--- src/rtl/red_pkg.sv ---
// Shared constants and helpers for the RED nibble-sum reduction pipeline.
package red_pkg;

   localparam int unsigned RED_W_IN  = 16;
   localparam int unsigned RED_W_L1  = 5;
   localparam int unsigned RED_W_L2  = 6;
   localparam int unsigned RED_W_L3  = 7;
   localparam int unsigned RED_DEPTH = 3;

   // Sign-extend two nibbles by one bit and add; the 5-bit result cannot overflow.
   function automatic logic [RED_W_L1-1:0] red_pair(input logic [3:0] a, input logic [3:0] b);
      return {a[3], a} + {b[3], b};
   endfunction

endpackage

--- src/rtl/red_pipe_reg.sv ---
// One pipeline stage register: valid bit plus payload, async clear, flush and enable.
module red_pipe_reg #(
   parameter int unsigned W = 8
) (
   input  logic         clk,
   input  logic         rst,
   input  logic         flush,
   input  logic         en,
   input  logic         valid_i,
   input  logic [W-1:0] data_i,
   output logic         valid_o,
   output logic [W-1:0] data_o
);

   logic         valid_q;
   logic [W-1:0] data_q;

   // Payload only loads with a valid operation, so bubbles do not toggle the data flops.
   always_ff @(posedge clk or posedge rst) begin
      if (rst) begin
         valid_q <= 1'b0;
         data_q  <= '0;
      end else if (flush) begin
         valid_q <= 1'b0;
      end else if (en) begin
         valid_q <= valid_i;
         if (valid_i) begin
            data_q <= data_i;
         end
      end
   end

   assign valid_o = valid_q;
   assign data_o  = data_q;

endmodule

--- src/rtl/red_pipe_unit.sv ---
// Three-stage pipelined sum of the eight signed nibbles of two 16-bit operands,
// with valid/ready handshakes, flush and tag tracking.
module red_pipe_unit
   import red_pkg::*;
#(
   parameter int unsigned TAG_W = 4
) (
   input  logic                clk,
   input  logic                rst,
   input  logic                flush,
   input  logic                in_valid,
   output logic                in_ready,
   input  logic [15:0]         in_a,
   input  logic [15:0]         in_b,
   input  logic [TAG_W-1:0]    in_tag,
   output logic                out_valid,
   input  logic                out_ready,
   output logic [15:0]         out_s,
   output logic [TAG_W-1:0]    out_tag,
   output logic                busy
);

   localparam int unsigned S1_W = 4 * RED_W_L1 + TAG_W;
   localparam int unsigned S2_W = 2 * RED_W_L2 + TAG_W;
   localparam int unsigned S3_W = RED_W_L3 + TAG_W;

   logic [RED_DEPTH-1:0] v;
   logic [RED_DEPTH-1:0] adv;

   logic [S1_W-1:0] s1_d, s1_q;
   logic [S2_W-1:0] s2_d, s2_q;
   logic [S3_W-1:0] s3_d, s3_q;

   logic [RED_W_L1-1:0] p3, p2, p1, p0;
   logic [RED_W_L2-1:0] q1_d, q0_d, q1, q0;
   logic [RED_W_L3-1:0] r_d, r_q;
   logic [TAG_W-1:0]    t1, t2, t3;

   // A stage moves when it is empty or its successor moves; S3 moves on out_ready.
   always_comb begin
      adv[2] = out_ready || !v[2];
      adv[1] = !v[1] || adv[2];
      adv[0] = !v[0] || adv[1];
   end

   assign in_ready = adv[0] && !flush && !rst;

   assign s1_d = {red_pair(in_a[15:12], in_b[15:12]), red_pair(in_a[11:8], in_b[11:8]),
                  red_pair(in_a[7:4], in_b[7:4]), red_pair(in_a[3:0], in_b[3:0]), in_tag};

   assign {p3, p2, p1, p0, t1} = s1_q;
   assign q1_d = {p3[RED_W_L1-1], p3} + {p2[RED_W_L1-1], p2};
   assign q0_d = {p1[RED_W_L1-1], p1} + {p0[RED_W_L1-1], p0};
   assign s2_d = {q1_d, q0_d, t1};

   assign {q1, q0, t2} = s2_q;
   assign r_d  = {q1[RED_W_L2-1], q1} + {q0[RED_W_L2-1], q0};
   assign s3_d = {r_d, t2};

   assign {r_q, t3} = s3_q;

   red_pipe_reg #(.W(S1_W)) u_stage1 (
      .clk     (clk),
      .rst     (rst),
      .flush   (flush),
      .en      (adv[0]),
      .valid_i (in_valid),
      .data_i  (s1_d),
      .valid_o (v[0]),
      .data_o  (s1_q)
   );

   red_pipe_reg #(.W(S2_W)) u_stage2 (
      .clk     (clk),
      .rst     (rst),
      .flush   (flush),
      .en      (adv[1]),
      .valid_i (v[0]),
      .data_i  (s2_d),
      .valid_o (v[1]),
      .data_o  (s2_q)
   );

   red_pipe_reg #(.W(S3_W)) u_stage3 (
      .clk     (clk),
      .rst     (rst),
      .flush   (flush),
      .en      (adv[2]),
      .valid_i (v[1]),
      .data_i  (s3_d),
      .valid_o (v[2]),
      .data_o  (s3_q)
   );

   assign out_valid = v[2];
   assign out_s     = {{(RED_W_IN - RED_W_L3){r_q[RED_W_L3-1]}}, r_q};
   assign out_tag   = t3;
   assign busy      = |v;

endmodule

--- config.mk ---
export PLATFORM = sky130hd
export DESIGN_NAME = red_pipe_unit
export DESIGN_NICKNAME = d
export VERILOG_FILES = /design/src/rtl/red_pkg.sv /design/src/rtl/red_pipe_reg.sv /design/src/rtl/red_pipe_unit.sv
export SDC_FILE = /design/constraint.sdc
export NUM_CORES = 1
export LEC_CHECK = 0
export ABC_AREA = 1
export CAP_MARGIN = 20
export CORE_UTILIZATION = 25
export CTS_CLUSTER_DIAMETER = 50
export DETAILED_ROUTE_END_ITERATION = 7
export SYNTH_ARGS = -nofsm -noshare
export SYNTH_HDL_FRONTEND = slang
export SYNTH_SLANG_ARGS = --single-unit
--- constraint.sdc ---
create_clock -name clk -period 1.8 [get_ports clk]
set_input_delay 0.18 -clock clk [delete_from_list [all_inputs] [get_ports clk]]
set_output_delay 0.18 -clock clk [all_outputs]
set_load 0.02 [all_outputs]
Word level (Yosys, flattened, before mapping)
Cells that the tools add are included.
{"block": "totals", "output_inout_bits": 23, "inputBits": 41, "reg_bits": 54, "elab_cells": 37}
{"block": "op_classes", "mux": 6, "n_bitwise": 1, "reduce_logical": 17, "n_addsub": 7}
{"op": "4-bit by 4-bit adder with 5-bit output", "count": 4}
{"op": "5-bit by 5-bit adder with 6-bit output", "count": 2}
{"op": "3-bit AND reduction", "count": 3}
{"op": "6-bit by 6-bit adder with 7-bit output", "count": 1}
{"op": "1-bit 2-to-1 mux", "count": 6}
{"op": "2-bit nonzero test", "count": 3}
{"op": "1-bit zero test", "count": 5}
{"op": "1-bit logical OR", "count": 3}
{"op": "3-bit OR reduction", "count": 1}
{"op": "1-bit logical AND", "count": 2}
{"op": "1-bit NOT", "count": 1}

Depth between registers and ports, before layout
{"block": "depth", "word_depth": 6, "depth_mapped": 9, "mapped_depth_nobuf": 9}

Hierarchy
Synthesis repeated with hierarchy kept, for this count alone.
{"block": "hier_totals", "hier_cells": 419, "hier_area_um2": 3535.9}
{"mod": "red_pipe_unit", "seq_area_each_um2": 0.0, "instances": 1, "cells_per_inst": 177, "area_each_um2": 1231.2}
{"mod": "red_pipe_reg (u_stage1)", "seq_area_each_um2": 625.6, "instances": 1, "cells_per_inst": 112, "area_each_um2": 1067.3}
{"mod": "red_pipe_reg (u_stage2)", "seq_area_each_um2": 425.4, "instances": 1, "cells_per_inst": 76, "area_each_um2": 725.7}
{"mod": "red_pipe_reg (u_stage3)", "seq_area_each_um2": 300.3, "instances": 1, "cells_per_inst": 54, "area_each_um2": 511.7}

Least setup slack after synthesis
No wires, ideal clock.
{"block": "synth_timing", "path_kind": "reg-to-reg", "start": "register u_stage2.data_q[4], in the netlist u_stage2.data_o[4]", "end": "register u_stage3.data_q[8], in the netlist u_stage3.data_o[8]", "t_arrival_ps": 1354, "stages_incl_launch_ff": 8, "required_ps": 1717, "path_slack_ps": 364, "setup_ps": 83, "path_buffers": 0, "cell_sequence": "dfrtp_1 ha_1 fa_1 nand3_1 nand2_1 nand2_1 nand2_1 o21ai_0"}
{"block": "synth_between", "elab_chain_len": 1}
{"element": "start: declaration", "line_no": "red_pipe_reg.sv:16", "source": "logic [W-1:0] data_q;"}
{"element": "start signal: assignment", "line_no": "red_pipe_reg.sv:28", "source": "data_q <= data_i;"}
{"element": "6-bit by 6-bit adder with 7-bit output", "line_no": "red_pipe_unit.sv:57", "source": "assign r_d = {q1[RED_W_L2-1], q1} + {q0[RED_W_L2-1], q0};"}
{"element": "end signal: assignment", "line_no": "red_pipe_reg.sv:28"}
{"element": "end: declaration", "line_no": "red_pipe_reg.sv:16"}
Every way passes these cells.
A chain may end at the register's enable or synchronous reset.

Worst setup path after layout
{"block": "layout_timing", "start": "register u_stage3.data_q[10], in the netlist u_stage3.data_o[10]", "end": "output port out_s[13]"}
{"element": "end: declaration", "line_no": "red_pipe_unit.sv:18", "source": "output logic [15:0] out_s,"}
No word-level cell between the ends.

==> results.md <==
* Status: completed
* Layout Utilization at 33.27%
* Setup CP Type: reg -> out
* First-pass GRT wire length at 10.78 mm
* Final worst setup slack at 161.4 ps
* Clock share of power at 21.6%
* DIE HEIGHT at 115.8 um
* Gpl congestion at 0.7640
* Place WS at -140.9 ps
* Drt total wl at 6.217 mm
* CP top delay family: buffers and inverters
* Maxcap violations at 0
* Clock Sinks at 54
* Most frequent cells in the layout: nand2_1, clkdlybuf4s50_1, dfrtp_1, inv_1, ha_1
* Layout area overhead at 29.73%
* DIE AREA at 13410 um2
* Clk slew on worst S/H paths at 70 ps
* Max-slew violation count at 0
* Setup violators final at 0
* Slew of the pin with the lowest slew margin at 334.5 ps
* Largest net degree at the start of global routing at 55
* Average wire per standard cell at 9.900 um
* Buffers on Ports at 63
* Avg Cell Area, Syn at 8.236 um2
* Hold WC Path Type: in -> async
* CP endpoint kind: output port
* Slew headroom at 77.67%
* # hold bufs at CTS at 0
* H-tree depth at 2
* Die Wd at 115.8 um
* Register bit total from synthesis at 54
* Gr usage total at 9.999%
* CTS tree: done
* Power Density at 1086 nW/um2
* Comb power frac at 40.5%
* Sequential power share at 37.9%
* Sw frac at 35.98%
* Vias at 2606
* Worst setup SP type: register
* LEAKAGE at 2.087 nW
* Seq/Total Area, Yosys at 41.75%
* Ant diodes at 0
* Worst path max stage delay at 670 ps
* VDD IR max at 0.0003625 V
* GRT overflow at 0
* Pint at 2.920 mW
* Fin. Hold Viols at 0
* Clk root buf: clkbuf_16
* Post-CTS sizing at 1
* Synth Cell Area at 3237 um2
* Final TNS setup at 0 ps
* RSZ-0062 raised after global routing: no
* Setup Skew at 4.791 ps
* Minimum clock period at 1639 ps
* Post-CTS setup buffer count at 0
* Net Sw Power at 1.641 mW
* DPL Wire Length at 4.985 mm
* Slowest CP cell: clkdlybuf4s50_1
* CTS Buf Count at 5
* Hold Slack at 299.6 ps
* Critical Path RT at 1620 ps
* Final period util at 91.04%
* Number of global-route vias before repair at 2497
* Share of layout cells above drive strength 1 at 7.237%
* # DRC at 0
* Synthesis Warnings at 0
* CP bufs+invs at 1
* Synth async-reset ratio at 100.0%
* 1st-iter DRT viols at 72
* Core ar. at 12620 um2
* Vias per cell at 4.150
* Post-synth EDFFs at 0
* CTS Buffer Depth at 2
* Initial antenna violation count at 0
* Distinct cells, synth at 24
* Gate Count Post-Synth at 393
* Starting Density at 25.65%
* Post-Syn Nets at 473
* Clk_lat worst skew at 290 ps
* Worst-path fanout max at 11
* Most common library cell in the layout ignoring fill and taps: nand2_1
* Core Rows at 41
* Top_reg_cell synth: dfrtp_1
* I/O pins at 64
* Layout net count at 535
* CP Cell Sequence: clkdlybuf4s50_1
* Antenna-violating nets left at 0
* CP arrival at 1460 ps
* Fillers at 1370
* FMAX at 0.6103 GHz
* Drt first pass iters at 4
* Total power at 4.561 mW
-- kinds of logic after synthesis --
family	after synthesis	share of synthesized area (%)
xor+xnor	5	1.353
fa+ha+maj	39	16.70
buf+inv	58	8.620
compound gates	42	6.571
flops	54	41.75
simple gates	195	25.01
-- power groups by stage --
stage	Clock [mW]	Sequential [mW]	Combinational, mW
after floorplan	0	1.83	1.18
after global placement	0	1.75	1.83
after detailed placement	0	1.76	1.86
after CTS	1.02	1.74	1.87
after global routing	1.08	1.78	2.10
final	0.984	1.73	1.85
-- cell usage after synthesis, types with 2 or more instances --
| library cell | instances | area share (%) |
|---|---|---|
| buf_6 | 3 | 1.0 |
| nand2_1 | 140 | 16 |
| dfrtp_1 | 54 | 42 |
| nand4_1 | 4 | 0.77 |
| or2_2 | 6 | 1.2 |
| a31oi_1 | 2 | 0.39 |
| buf_4 | 9 | 2.1 |
| a21oi_1 | 11 | 1.7 |
| nand2_2 | 3 | 0.58 |
| xnor2_1 | 3 | 0.81 |
| fa_1 | 7 | 4.3 |
| buf_2 | 4 | 0.62 |
| nand3_1 | 20 | 3.1 |
| ha_1 | 32 | 12 |
| inv_2 | 4 | 0.46 |
| xor2_1 | 2 | 0.54 |
| o21ai_0 | 28 | 4.3 |
| inv_1 | 38 | 4.4 |
| nor2_1 | 18 | 2.1 |
-- worst reg2reg max path, delay by kind of cell (launching register included) --
kind	cells	cell delay (ps)
compound gates	1	130
simple gates	4	300
flops	1	400
fa+ha+maj	2	660
-- routing by layer --
metal	vias to the layer above	GRT usage, %	wire length, um
met5	-	0	0
met2	45	17.90	3062
met4	0	3.761	93
met1	1187	12.00	2843
li1	1368	-	-
met3	6	1.621	217
-- stage by stage --
step	area [um2]	instances
6_report	4199	628
5_1_grt	4199	628
4_1_cts	4199	628
3_5_place_dp	4046	620
3_3_place_gp	4046	620
2_1_floorplan	3237	393
-- path summary, 6_finish.rpt --
check                      slack (ps)  depth (start not counted)                  end           startpoint
setup / recovery                  160                          1            out_s[13]  u_stage3.data_o[10]
hold / removal                    300                          3   u_stage1.data_o[4]                  rst
setup reg to reg                  230                          7   u_stage3.data_o[8]   u_stage2.data_o[4]
hold reg to reg                   480                          2   u_stage3.data_o[0]   u_stage2.data_o[0]
max in group asynchronous        1270                          3  u_stage2.data_o[12]                  rst
min in group clk                  450                          3   u_stage1.data_o[3]            in_tag[3]
-- layout make-up --
class / instances / area, um2 / area share (%)
Clock inverter: 3 / 28.78 / 0.6853
Clock buffer: 5 / 125.1 / 2.980
Timing Repair Buffer: 71 / 714.4 / 17.01
Tap cell: 172 / 215.2 / 5.125
Multi-Input combinational cell: 281 / 1607 / 38.26
Sequential cell: 54 / 1351 / 32.18
Inverter: 42 / 157.7 / 3.754
-- registers in the layout, indices dropped and copies added, names as in the netlist --
signal and cells:
u_stage1.data_o 24, u_stage2.data_o 16, u_stage3.data_o 11, u_stage1.valid_o 1
u_stage2.valid_o 1, u_stage3.valid_o 1
No activity file was read; power rests on OpenSTA's default activity.
